`config.mk`:
```
export PLATFORM = sky130hd
export DESIGN_NAME = vga_frame_fetch_ctrl_flat
export DESIGN_NICKNAME = d
export VERILOG_FILES = /design/src/rtl/vga_frame_fetch_ctrl_if.sv /design/src/rtl/vga_frame_fetch_ctrl.sv /design/src/flat_wrapper.sv
export SDC_FILE = /design/constraint.sdc
export NUM_CORES = 1
export LEC_CHECK = 0
export CORE_MARGIN = 8
export CORE_UTILIZATION = 40
export CTS_CLUSTER_DIAMETER = 200
export DETAILED_ROUTE_END_ITERATION = 8
export GPL_ROUTABILITY_DRIVEN = 0
export GPL_TIMING_DRIVEN = 0
export HOLD_SLACK_MARGIN = 0.15
export PLACE_DENSITY = 0.62
export SYNTH_ARGS = -nofsm -noshare
export SYNTH_HDL_FRONTEND = slang
export SYNTH_SLANG_ARGS = --single-unit
```
`constraint.sdc`:
```
create_clock -name SYSCLK -period 6.8 [get_ports SYSCLK]
set_input_delay 1.02 -clock SYSCLK [delete_from_list [all_inputs] [get_ports SYSCLK]]
set_output_delay 1.02 -clock SYSCLK [all_outputs]
set_load 0.02 [all_outputs]
```
`src/rtl/vga_frame_fetch_ctrl_if.sv`:
```
// AXI4 read-address channel plus the read-data signals the frame fetcher observes.
interface vga_frame_fetch_ctrl_if;
  logic [31:0] ARADDR;
  logic [7:0]  ARLEN;
  logic [2:0]  ARSIZE;
  logic [1:0]  ARBURST;
  logic        ARVALID;
  logic        ARREADY;
  logic        RVALID;
  logic        RLAST;

  modport master (
    output ARADDR, ARLEN, ARSIZE, ARBURST, ARVALID,
    input  ARREADY, RVALID, RLAST
  );

  modport slave (
    input  ARADDR, ARLEN, ARSIZE, ARBURST, ARVALID,
    output ARREADY, RVALID, RLAST
  );
endinterface

```
`src/rtl/vga_frame_fetch_ctrl.sv`:
```
// AXI4 read-address master fetching one VGA frame per vertical period into the line FIFO,
// pacing bursts by FIFO occupancy and outstanding credit and realigning to VGA_VS.
module vga_frame_fetch_ctrl #(
  parameter int H_ACT       = 640,
  parameter int V_ACT       = 480,
  parameter int BURST_LEN   = 16,
  parameter int FIFO_DEPTH  = 1024,
  parameter int FIFO_MARGIN = 16,
  parameter int MAX_OUTS    = 4,
  parameter int ARM_WAIT    = 8
) (
  input  logic                   SYSCLK,
  input  logic                   RST,
  input  logic                   ENABLE,
  input  logic [31:0]            FB_BASE,
  input  logic                   VGA_VS,
  input  logic [9:0]             wr_data_count,
  vga_frame_fetch_ctrl_if.master M_AXI,
  output logic                   busy_o,
  output logic                   frame_err_o
);

  localparam int TOTAL_BURSTS = (H_ACT * V_ACT) / BURST_LEN;
  localparam int BI_W         = $clog2(TOTAL_BURSTS + 1);
  localparam int OB_W         = $clog2(MAX_OUTS + 2);
  localparam int ARM_W        = $clog2(ARM_WAIT + 2);

  localparam logic [BI_W-1:0]  TOTAL_BURSTS_L = BI_W'(TOTAL_BURSTS);
  localparam logic [OB_W-1:0]  MAX_OUTS_L     = OB_W'(MAX_OUTS);
  localparam logic [ARM_W-1:0] ARM_WAIT_L     = ARM_W'(ARM_WAIT);
  localparam logic [11:0]      BURST_L12      = 12'(BURST_LEN);
  localparam logic [11:0]      CREDIT_LIMIT   = 12'(FIFO_DEPTH - FIFO_MARGIN);
  localparam logic [31:0]      ADDR_STEP      = 32'(BURST_LEN * 4);

  typedef enum logic [2:0] {IDLE, WAIT_VS, SYNC, ARM, ISSUE, DRAIN} state_t;

  state_t           r_state, w_state_nxt;
  logic             r_vs_meta, r_vs_s, r_vs_d;
  logic             w_vs_fall, w_vs_rise;
  logic             r_arvalid, w_arvalid_nxt;
  logic [31:0]      r_araddr, w_araddr_nxt;
  logic [BI_W-1:0]  r_issued, w_issued_nxt;
  logic [OB_W-1:0]  r_outs_bursts, w_outs_bursts_nxt;
  logic [11:0]      r_outs_beats, w_outs_beats_nxt;
  logic [ARM_W-1:0] r_arm_cnt, w_arm_cnt_nxt;
  logic             r_frame_err, w_frame_err_nxt;
  logic             w_hs, w_beat, w_last, w_credit_ok;

  // VGA_VS arrives from the pixel clock domain; r_vs_d holds the previous synchronised level.
  always_ff @(posedge SYSCLK or posedge RST) begin
    if (RST) begin
      r_vs_meta <= 1'b1;
      r_vs_s    <= 1'b1;
      r_vs_d    <= 1'b1;
    end else begin
      r_vs_meta <= VGA_VS;
      r_vs_s    <= r_vs_meta;
      r_vs_d    <= r_vs_s;
    end
  end

  assign w_vs_fall = r_vs_d & ~r_vs_s;
  assign w_vs_rise = ~r_vs_d & r_vs_s;

  assign w_hs   = r_arvalid & M_AXI.ARREADY;
  assign w_beat = M_AXI.RVALID & (r_outs_beats != 12'd0);
  assign w_last = M_AXI.RVALID & M_AXI.RLAST & (r_outs_bursts != '0);

  // Credit is judged on next-cycle occupancy so ARVALID can reassert right after a handshake.
  assign w_credit_ok = (({2'b00, wr_data_count} + w_outs_beats_nxt + BURST_L12) <= CREDIT_LIMIT)
                       && (w_outs_bursts_nxt < MAX_OUTS_L);

  always_ff @(posedge SYSCLK or posedge RST) begin
    if (RST) r_state <= IDLE;
    else     r_state <= w_state_nxt;
  end

  always_comb begin
    w_state_nxt       = r_state;
    w_arvalid_nxt     = r_arvalid & ~M_AXI.ARREADY;
    w_araddr_nxt      = w_hs ? (r_araddr + ADDR_STEP) : r_araddr;
    w_issued_nxt      = r_issued + BI_W'(w_hs);
    w_outs_bursts_nxt = r_outs_bursts + OB_W'(w_hs) - OB_W'(w_last);
    w_outs_beats_nxt  = r_outs_beats + (w_hs ? BURST_L12 : 12'd0) - {11'd0, w_beat};
    w_arm_cnt_nxt     = r_arm_cnt;
    w_frame_err_nxt   = 1'b0;
    case (r_state)
      IDLE:    w_state_nxt = WAIT_VS;
      WAIT_VS: if (w_vs_fall) w_state_nxt = SYNC;
      SYNC: begin
        if (w_vs_rise) begin
          if (ENABLE) begin
            w_araddr_nxt      = FB_BASE & 32'hFFFF_FFC0;
            w_issued_nxt      = '0;
            w_outs_bursts_nxt = '0;
            w_outs_beats_nxt  = 12'd0;
            w_arm_cnt_nxt     = ARM_WAIT_L;
            w_state_nxt       = ARM;
          end else begin
            w_state_nxt = WAIT_VS;
          end
        end
      end
      ARM: begin
        if (w_vs_fall) begin
          w_frame_err_nxt = 1'b1;
          w_state_nxt     = DRAIN;
        end else if (r_arm_cnt <= ARM_W'(1)) begin
          w_arm_cnt_nxt = '0;
          w_state_nxt   = ISSUE;
        end else begin
          w_arm_cnt_nxt = r_arm_cnt - ARM_W'(1);
        end
      end
      ISSUE: begin
        // An abort keeps any unaccepted ARVALID alive; DRAIN lets it complete.
        if (w_vs_fall) begin
          w_frame_err_nxt = 1'b1;
          w_state_nxt     = DRAIN;
        end else if (w_issued_nxt == TOTAL_BURSTS_L) begin
          w_state_nxt = DRAIN;
        end else if (!w_arvalid_nxt) begin
          w_arvalid_nxt = w_credit_ok;
        end
      end
      DRAIN: if ((r_outs_bursts == '0) && !r_arvalid) w_state_nxt = WAIT_VS;
      default: w_state_nxt = IDLE;
    endcase
  end

  always_ff @(posedge SYSCLK or posedge RST) begin
    if (RST) begin
      r_arvalid     <= 1'b0;
      r_araddr      <= 32'd0;
      r_issued      <= '0;
      r_outs_bursts <= '0;
      r_outs_beats  <= 12'd0;
      r_arm_cnt     <= '0;
      r_frame_err   <= 1'b0;
    end else begin
      r_arvalid     <= w_arvalid_nxt;
      r_araddr      <= w_araddr_nxt;
      r_issued      <= w_issued_nxt;
      r_outs_bursts <= w_outs_bursts_nxt;
      r_outs_beats  <= w_outs_beats_nxt;
      r_arm_cnt     <= w_arm_cnt_nxt;
      r_frame_err   <= w_frame_err_nxt;
    end
  end

  assign M_AXI.ARADDR  = r_araddr;
  assign M_AXI.ARVALID = r_arvalid;
  assign M_AXI.ARLEN   = 8'(BURST_LEN - 1);
  assign M_AXI.ARSIZE  = 3'b010;
  assign M_AXI.ARBURST = 2'b01;

  assign busy_o      = (r_state == ARM) || (r_state == ISSUE) || (r_state == DRAIN);
  assign frame_err_o = r_frame_err;

endmodule

```
`src/flat_wrapper.sv`:
```
// flat-port wrapper written by rule: the top's interface ports become plain ports
module vga_frame_fetch_ctrl_flat 
#(
  parameter int H_ACT       = 640,
  parameter int V_ACT       = 480,
  parameter int BURST_LEN   = 16,
  parameter int FIFO_DEPTH  = 1024,
  parameter int FIFO_MARGIN = 16,
  parameter int MAX_OUTS    = 4,
  parameter int ARM_WAIT    = 8
)
  (SYSCLK, RST, ENABLE, FB_BASE, VGA_VS, wr_data_count, busy_o, frame_err_o, M_AXI_ARADDR, M_AXI_ARLEN, M_AXI_ARSIZE, M_AXI_ARBURST, M_AXI_ARVALID, M_AXI_ARREADY, M_AXI_RVALID, M_AXI_RLAST);
  vga_frame_fetch_ctrl_if M_AXI_i ();
  input  logic SYSCLK;
  input  logic RST;
  input  logic ENABLE;
  input  logic [31:0] FB_BASE;
  input  logic VGA_VS;
  input  logic [9:0] wr_data_count;
  output logic busy_o;
  output logic frame_err_o;
  output wire logic [$bits(M_AXI_i.ARADDR)-1:0] M_AXI_ARADDR;
  output wire logic [$bits(M_AXI_i.ARLEN)-1:0] M_AXI_ARLEN;
  output wire logic [$bits(M_AXI_i.ARSIZE)-1:0] M_AXI_ARSIZE;
  output wire logic [$bits(M_AXI_i.ARBURST)-1:0] M_AXI_ARBURST;
  output wire logic [$bits(M_AXI_i.ARVALID)-1:0] M_AXI_ARVALID;
  input wire logic [$bits(M_AXI_i.ARREADY)-1:0] M_AXI_ARREADY;
  input wire logic [$bits(M_AXI_i.RVALID)-1:0] M_AXI_RVALID;
  input wire logic [$bits(M_AXI_i.RLAST)-1:0] M_AXI_RLAST;
  assign M_AXI_ARADDR = M_AXI_i.ARADDR;
  assign M_AXI_ARLEN = M_AXI_i.ARLEN;
  assign M_AXI_ARSIZE = M_AXI_i.ARSIZE;
  assign M_AXI_ARBURST = M_AXI_i.ARBURST;
  assign M_AXI_ARVALID = M_AXI_i.ARVALID;
  assign M_AXI_i.ARREADY = M_AXI_ARREADY;
  assign M_AXI_i.RVALID = M_AXI_RVALID;
  assign M_AXI_i.RLAST = M_AXI_RLAST;
  vga_frame_fetch_ctrl #(.H_ACT(H_ACT), .V_ACT(V_ACT), .BURST_LEN(BURST_LEN), .FIFO_DEPTH(FIFO_DEPTH), .FIFO_MARGIN(FIFO_MARGIN), .MAX_OUTS(MAX_OUTS), .ARM_WAIT(ARM_WAIT)) u_core (.SYSCLK(SYSCLK), .RST(RST), .ENABLE(ENABLE), .FB_BASE(FB_BASE), .VGA_VS(VGA_VS), .wr_data_count(wr_data_count), .M_AXI(M_AXI_i), .busy_o(busy_o), .frame_err_o(frame_err_o));
endmodule
```
## Yosys cells after proc, flatten, opt, wreduce, memory -nomap -nowiden

Index checks and enable logic that the tools add are counted.
Widths: inputs -> output; s select.

| word-level totals | value |
|---|---|
| register bits | 74 |
| latch bits | 0 |
| memory bits (writable) | 0 |
| bits in read-only memories | 0 |
| input bits | 49 |
| output and inout bits | 48 |
| word-level logic and storage cells | 93 |
| memories | 0 |

| operators by class | value |
|---|---|
| $add $sub $neg | 9 |
| $mul | 0 |
| divide/modulo/power cells | 0 |
| magnitude comparators | 3 |
| equality and inequality tests | 13 |
| shifts and indexed selects | 0 |
| muxes and demuxes | 34 |
| bitwise operators | 10 |
| reductions and logical operators | 13 |

Operators by type and width:

| kind | count |
|---|---|
| $mux 32 | 4 |
| $mux 15 | 3 |
| $mux 12 | 3 |
| $add 32x7->32 const B | 1 |
| $mux 3 | 10 |
| $pmux 3 s6 | 1 |
| $mux 4 | 4 |
| $add 15x1->15 | 1 |
| $eq 15x15->1 const B | 1 |
| $add 10x12->12 | 1 |
| $add 12x12->12 | 1 |
| $add 12x5->12 const B | 1 |
| $le 12x10->1 const B | 1 |
| $reduce_bool 12->1 | 1 |
| $sub 12x1->12 | 1 |
| $pmux 4 s2 | 1 |
| $and 1x1->1 | 7 |
| $eq 3x2->1 const B | 2 |
| $eq 3x3->1 const B | 2 |
| $logic_not 3->1 | 2 |
| $mux 1 | 6 |
| $ne 2x1->1 const B | 3 |
| $ne 3x1->1 const B | 2 |
| $mux 5 | 1 |
| 17 further kinds | 22 |

## Depth between registers and ports, before layout

| logic depth | value |
|---|---|
| depth after elaboration | 15 |
| mapped depth | 22 |
| depth with buffers taken out | 22 |

## Least setup slack after synthesis

Ideal clock, no wire load.

| timing path | value |
|---|---|
| path type | in2reg |
| start | input port M_AXI_RVALID |
| end | register u_core.r_arvalid (netlist: u_core.M_AXI.ARVALID) |
| library setup time | 0.101 ns |
| arrival time | 4.269 ns |
| required time | 6.699 ns |
| setup slack | 2.430 ns |
| cell stages on the path | 19 |
| buffers on the path | 0 |
| cell sequence | inv_1 a41oi_1 ha_1 inv_1 ha_1 fa_1 nor2b_1 o31a_1 o21a_1 nor2_1 xnor2_1 nor2_1 ha_1 ha_1 or3_1 a21oi_1 o21ai_0 xor2_1 o32ai_1 |

| between the ends | value |
|---|---|
| cells in the longest elaborated chain, start to end | 13 |
| elaborated cells between the ends (all ways) | 20 |
| classes of those cells | add/sub: 4; order compare: 2; mux: 10; bitwise: 3; reduce/logical: 1 |

Ends and longest elaborated chain:

| element | RTL line | RTL |
|---|---|---|
| from (decl) | flat_wrapper.sv:28 | `input wire logic [$bits(M_AXI_i.RVALID)-1:0] M_AXI_RVALID;` |
| $and 1x1->1 * | vga_frame_fetch_ctrl.sv:66 | `assign w_beat = M_AXI.RVALID & (r_outs_beats != 12'd0);` |
| $sub 12x1->12 * | vga_frame_fetch_ctrl.sv:84 | `w_outs_beats_nxt = r_outs_beats + (w_hs ? BURST_L12 : 12'd0) - {11'd0, w_beat};` |
| $mux 12 | vga_frame_fetch_ctrl.sv:92 | `if (ENABLE) begin` |
| $mux 12 | vga_frame_fetch_ctrl.sv:91 | `if (w_vs_rise) begin` |
| $mux 12 * | vga_frame_fetch_ctrl.sv:87 | `case (r_state)` |
| named net u_core.w_outs_beats_nxt[7] | vga_frame_fetch_ctrl.sv:44 | `logic [11:0] r_outs_beats, w_outs_beats_nxt;` |
| $add 10x12->12 * | vga_frame_fetch_ctrl.sv:70 | `assign w_credit_ok = (({2'b00, wr_data_count} + w_outs_beats_nxt + BURST_L12) <= CREDIT_LIMIT)` |
| $add 12x5->12 * | vga_frame_fetch_ctrl.sv:70 |  |
| $le 12x10->1 * | vga_frame_fetch_ctrl.sv:70 |  |
| $logic_and 1x1->1 * | vga_frame_fetch_ctrl.sv:71 | `&& (w_outs_bursts_nxt < MAX_OUTS_L);` |
| $mux 1 * | vga_frame_fetch_ctrl.sv:122 | `end else if (!w_arvalid_nxt) begin` |
| $mux 1 * | vga_frame_fetch_ctrl.sv:120 | `end else if (w_issued_nxt == TOTAL_BURSTS_L) begin` |
| $mux 1 * | vga_frame_fetch_ctrl.sv:117 | `if (w_vs_fall) begin` |
| $mux 1 * | vga_frame_fetch_ctrl.sv:87 |  |
| named net u_core.w_arvalid_nxt | vga_frame_fetch_ctrl.sv:40 | `logic r_arvalid, w_arvalid_nxt;` |
| to (signal assigned) | vga_frame_fetch_ctrl.sv:141 | `r_arvalid <= w_arvalid_nxt;` |
| to (decl) | vga_frame_fetch_ctrl.sv:40 |  |

Mark *: on every way through the listed nets, which the timed path passes. The rest lies on a longest branch.
A chain may end at the register's enable or synchronous reset.

## Worst setup path after layout

Ends and elaborated chain as after synthesis.

==> metrics <==
outcome finished, final reports clean; crit path DAT 5.25 ns; Initial DRT Pass Iterations 4; CTS root buffer clkbuf_16; commonest cells after routing, fill and taps aside clkdlybuf4s50_1, dfrtp_1, nand2_1; DIE AREA 0.01552 mm^2; first-pass GRT wire length 19.04 mm; setup slack after layout 1.778 ns; clock skew 0.007142 ns; Setup crit end kind register; Reg clk slew, reported paths 0.06 ns; Chip Width 124.6 um; fraction of layout cells with a size suffix above 1 0.08019; yosys warns 0; Worst Hold Class reg2reg; Worst Setup SP M_AXI_RVALID; most common cell after layout, fill and taps aside clkdlybuf4s50_1; deepest clock path buffer count 2; Layout Cells excl Fill 779; area share of the largest cell type after synthesis 0.3448; post-synthesis register bit count 68; crit path launch type input pin; H-tree depth 3; PwrDens 538.1 mW/mm^2; VDD IR max 0.4958 mV; kind of critical path in2reg; Final Slew Violations 0; Netlist cell types 60; gr usage total 0.1471; initial DRC count 178; Post-synth EDFFs 0; residual DRC count 0; row count 39; Syn Area/Cell 8.867 um^2; Filler Cell Count 1037; post-route ant nets 0; Die Span Y 124.6 um; Crit Path Max Fanout 4; f_max 0.1991 GHz; Cells after DPL 763; top_reg_cell synth dfrtp_1; Synth area leader dfrtp_1; aggregate negative setup slack 0 ns; buffers added on ports 71; Vias 3865; synth top area cells dfrtp_1, ha_1, xor2_1, nand2_1, o21ai_0; WP data required 7.03 ns; post-route minimum period 5.022 ns; HP Start u_core.r_vs_meta; post-CTS resize count 0; HPWL after detailed placement 8.642 mm; Post-Syn Area 0.004717 mm^2; reg-to-reg startpoint u_core.r_outs_beats[8]; worst relative slew slack 0.4390; fin nets 726; Max Cap Viol 0; DR vias/cell 4.961; Layout area overhead 26.68%; endpoints failing setup 0; initial antenna violation count 0; CTS Hold Bufs 0; LEAKAGE 2.684 nW; Seq/Total Area, Yosys 0.3615; final core utilization 0.5211; CTS tree built; Setup Buffers After CTS 0; cts bufs inserted 9; RSZ-0062 raised after global routing no; largest net degree at the start of global routing 69; Core Area 0.01147 mm^2; Total Wirelength 11.34 mm; worst-skew pair later-pin latency 0.33 ns; final hold violation count 0; worst slew pin tran 0.8415 ns; global route overflow 0; number of global-route vias before repair 3944; synthesized netlist cell count 532; Top Ports 97; Starting Density 0.4113; pre-CTS setup slack 1.499 ns; CTS sink cnt 68; final period utilization 0.7386; Routed wire per std cell 14.56 um; antenna cells 0; asr flop ratio synth 1.000
-- routing by layer --
| metal | part of all wire | track usage | routed length (um) | vias up |
|---|---|---|---|---|
| li1 | - | - | - | 1984 |
| met1 | 0.45 | 0.1791 | 5116 | 1804 |
| met2 | 0.50 | 0.2506 | 5653 | 63 |
| met3 | 0.034 | 0.02596 | 387 | 14 |
| met4 | 0.016 | 0.05953 | 185 | 0 |
| met5 | 0 | 0 | 0 | - |
-- per-stage QoR --
step / power [W] / hold WS, ns / cell area (um^2)
after floorplan: 0.002197 / 0.3452 / 4781
after global placement: 0.002651 / 0.3456 / 5670
after detailed placement: 0.002713 / 0.3478 / 5673
after CTS: 0.003217 / 0.3580 / 5976
after global routing: 0.003535 / 0.3605 / 5976
final: 0.003216 / 0.3533 / 5976
-- cell usage after synthesis, drive strengths merged, types with 3 or more instances --
library cell  count
dfrtp            65
nand2            59
ha               43
o21ai            43
inv              39
nor2             39
xor2             31
nand3            23
buf              21
xnor2            21
a21oi            18
and2             11
clkbuf           11
nor3             11
nand2b            9
nand4             8
and3              7
nor2b             6
o21bai            6
or3               6
and4              4
o21a              4
a21o              3
dfstp             3
fa                3
nor4              3
o2111ai           3
-- report_power, final --
part | switching [W] | total (W) | internal, W
Clock | 0.000178 | 0.000471 | 0.000293
Combinational | 0.00115 | 0.00207 | 0.000921
Sequential | 0.000127 | 0.000677 | 0.000551
Total | 0.00145 | 0.00322 | 0.00176
-- worst max-delay path, cell delays in order --
cell and delay, ns:
clkdlybuf4s50_1 0.53, inv_1 0.06, a41oi_1 0.16, ha_1 0.17
inv_1 0.04, ha_1 0.20, fa_1 0.40, nor2b_1 0.18
o31a_1 0.31, o21a_1 0.19, nor2_1 0.13, xnor2_1 0.14
nor2_1 0.08, ha_1 0.31, ha_1 0.23, or3_1 0.37
a21oi_1 0.15, o21ai_0 0.14, xor2_1 0.16, o32ai_1 0.29
-- logic make-up (layout without fill, tap and decap cells) --
logic type | after synthesis | after routing | synth area share
other cells | 2 | 19 | 0.001592
compound gates | 97 | 97 | 0.1308
flops | 68 | 68 | 0.3615
xor+xnor | 52 | 52 | 0.09655
buf+inv | 71 | 158 | 0.07215
mux | 2 | 2 | 0.004244
simple gates | 194 | 194 | 0.2064
fa+ha+maj | 46 | 46 | 0.1268
-- sequential cells by signal (all words and copies together) (netlist names) --
signal,flops
u_core.M_AXI.ARADDR,26
u_core.r_arm_cnt,4
u_core.frame_err_o,1
u_core.r_outs_bursts,3
u_core.r_vs_s,1
u_core.r_state,3
u_core.r_issued,15
u_core.M_AXI.ARVALID,1
u_core.r_outs_beats,12
u_core.r_vs_d,1
u_core.r_vs_meta,1
-- area by class of cell --
type | instances | area [um^2] | area share
repair buffers | 71 | 710.7 | 0.1189
clock inverters | 6 | 63.81 | 0.01068
well taps | 143 | 178.9 | 0.02994
inverters | 39 | 148.9 | 0.02492
plain buffers | 32 | 193.9 | 0.03245
clock buffers | 10 | 239.0 | 0.03999
multi-input cells | 410 | 2735 | 0.4577
flip-flops and latches | 68 | 1705 | 0.2854
-- worst paths after layout --
check,end,slack (ns),cells past startpoint
min reg2reg,u_core.r_vs_s,0.35,0
min in group asynchronous,u_core.M_AXI.ARADDR[29],1.21,2
max in group asynchronous,u_core.r_outs_beats[6],5.04,2
min,u_core.r_vs_s,0.35,0
max reg2reg,u_core.M_AXI.ARVALID,2.20,21
max,u_core.M_AXI.ARVALID,1.78,20
(Power assumes the default switching activity.)
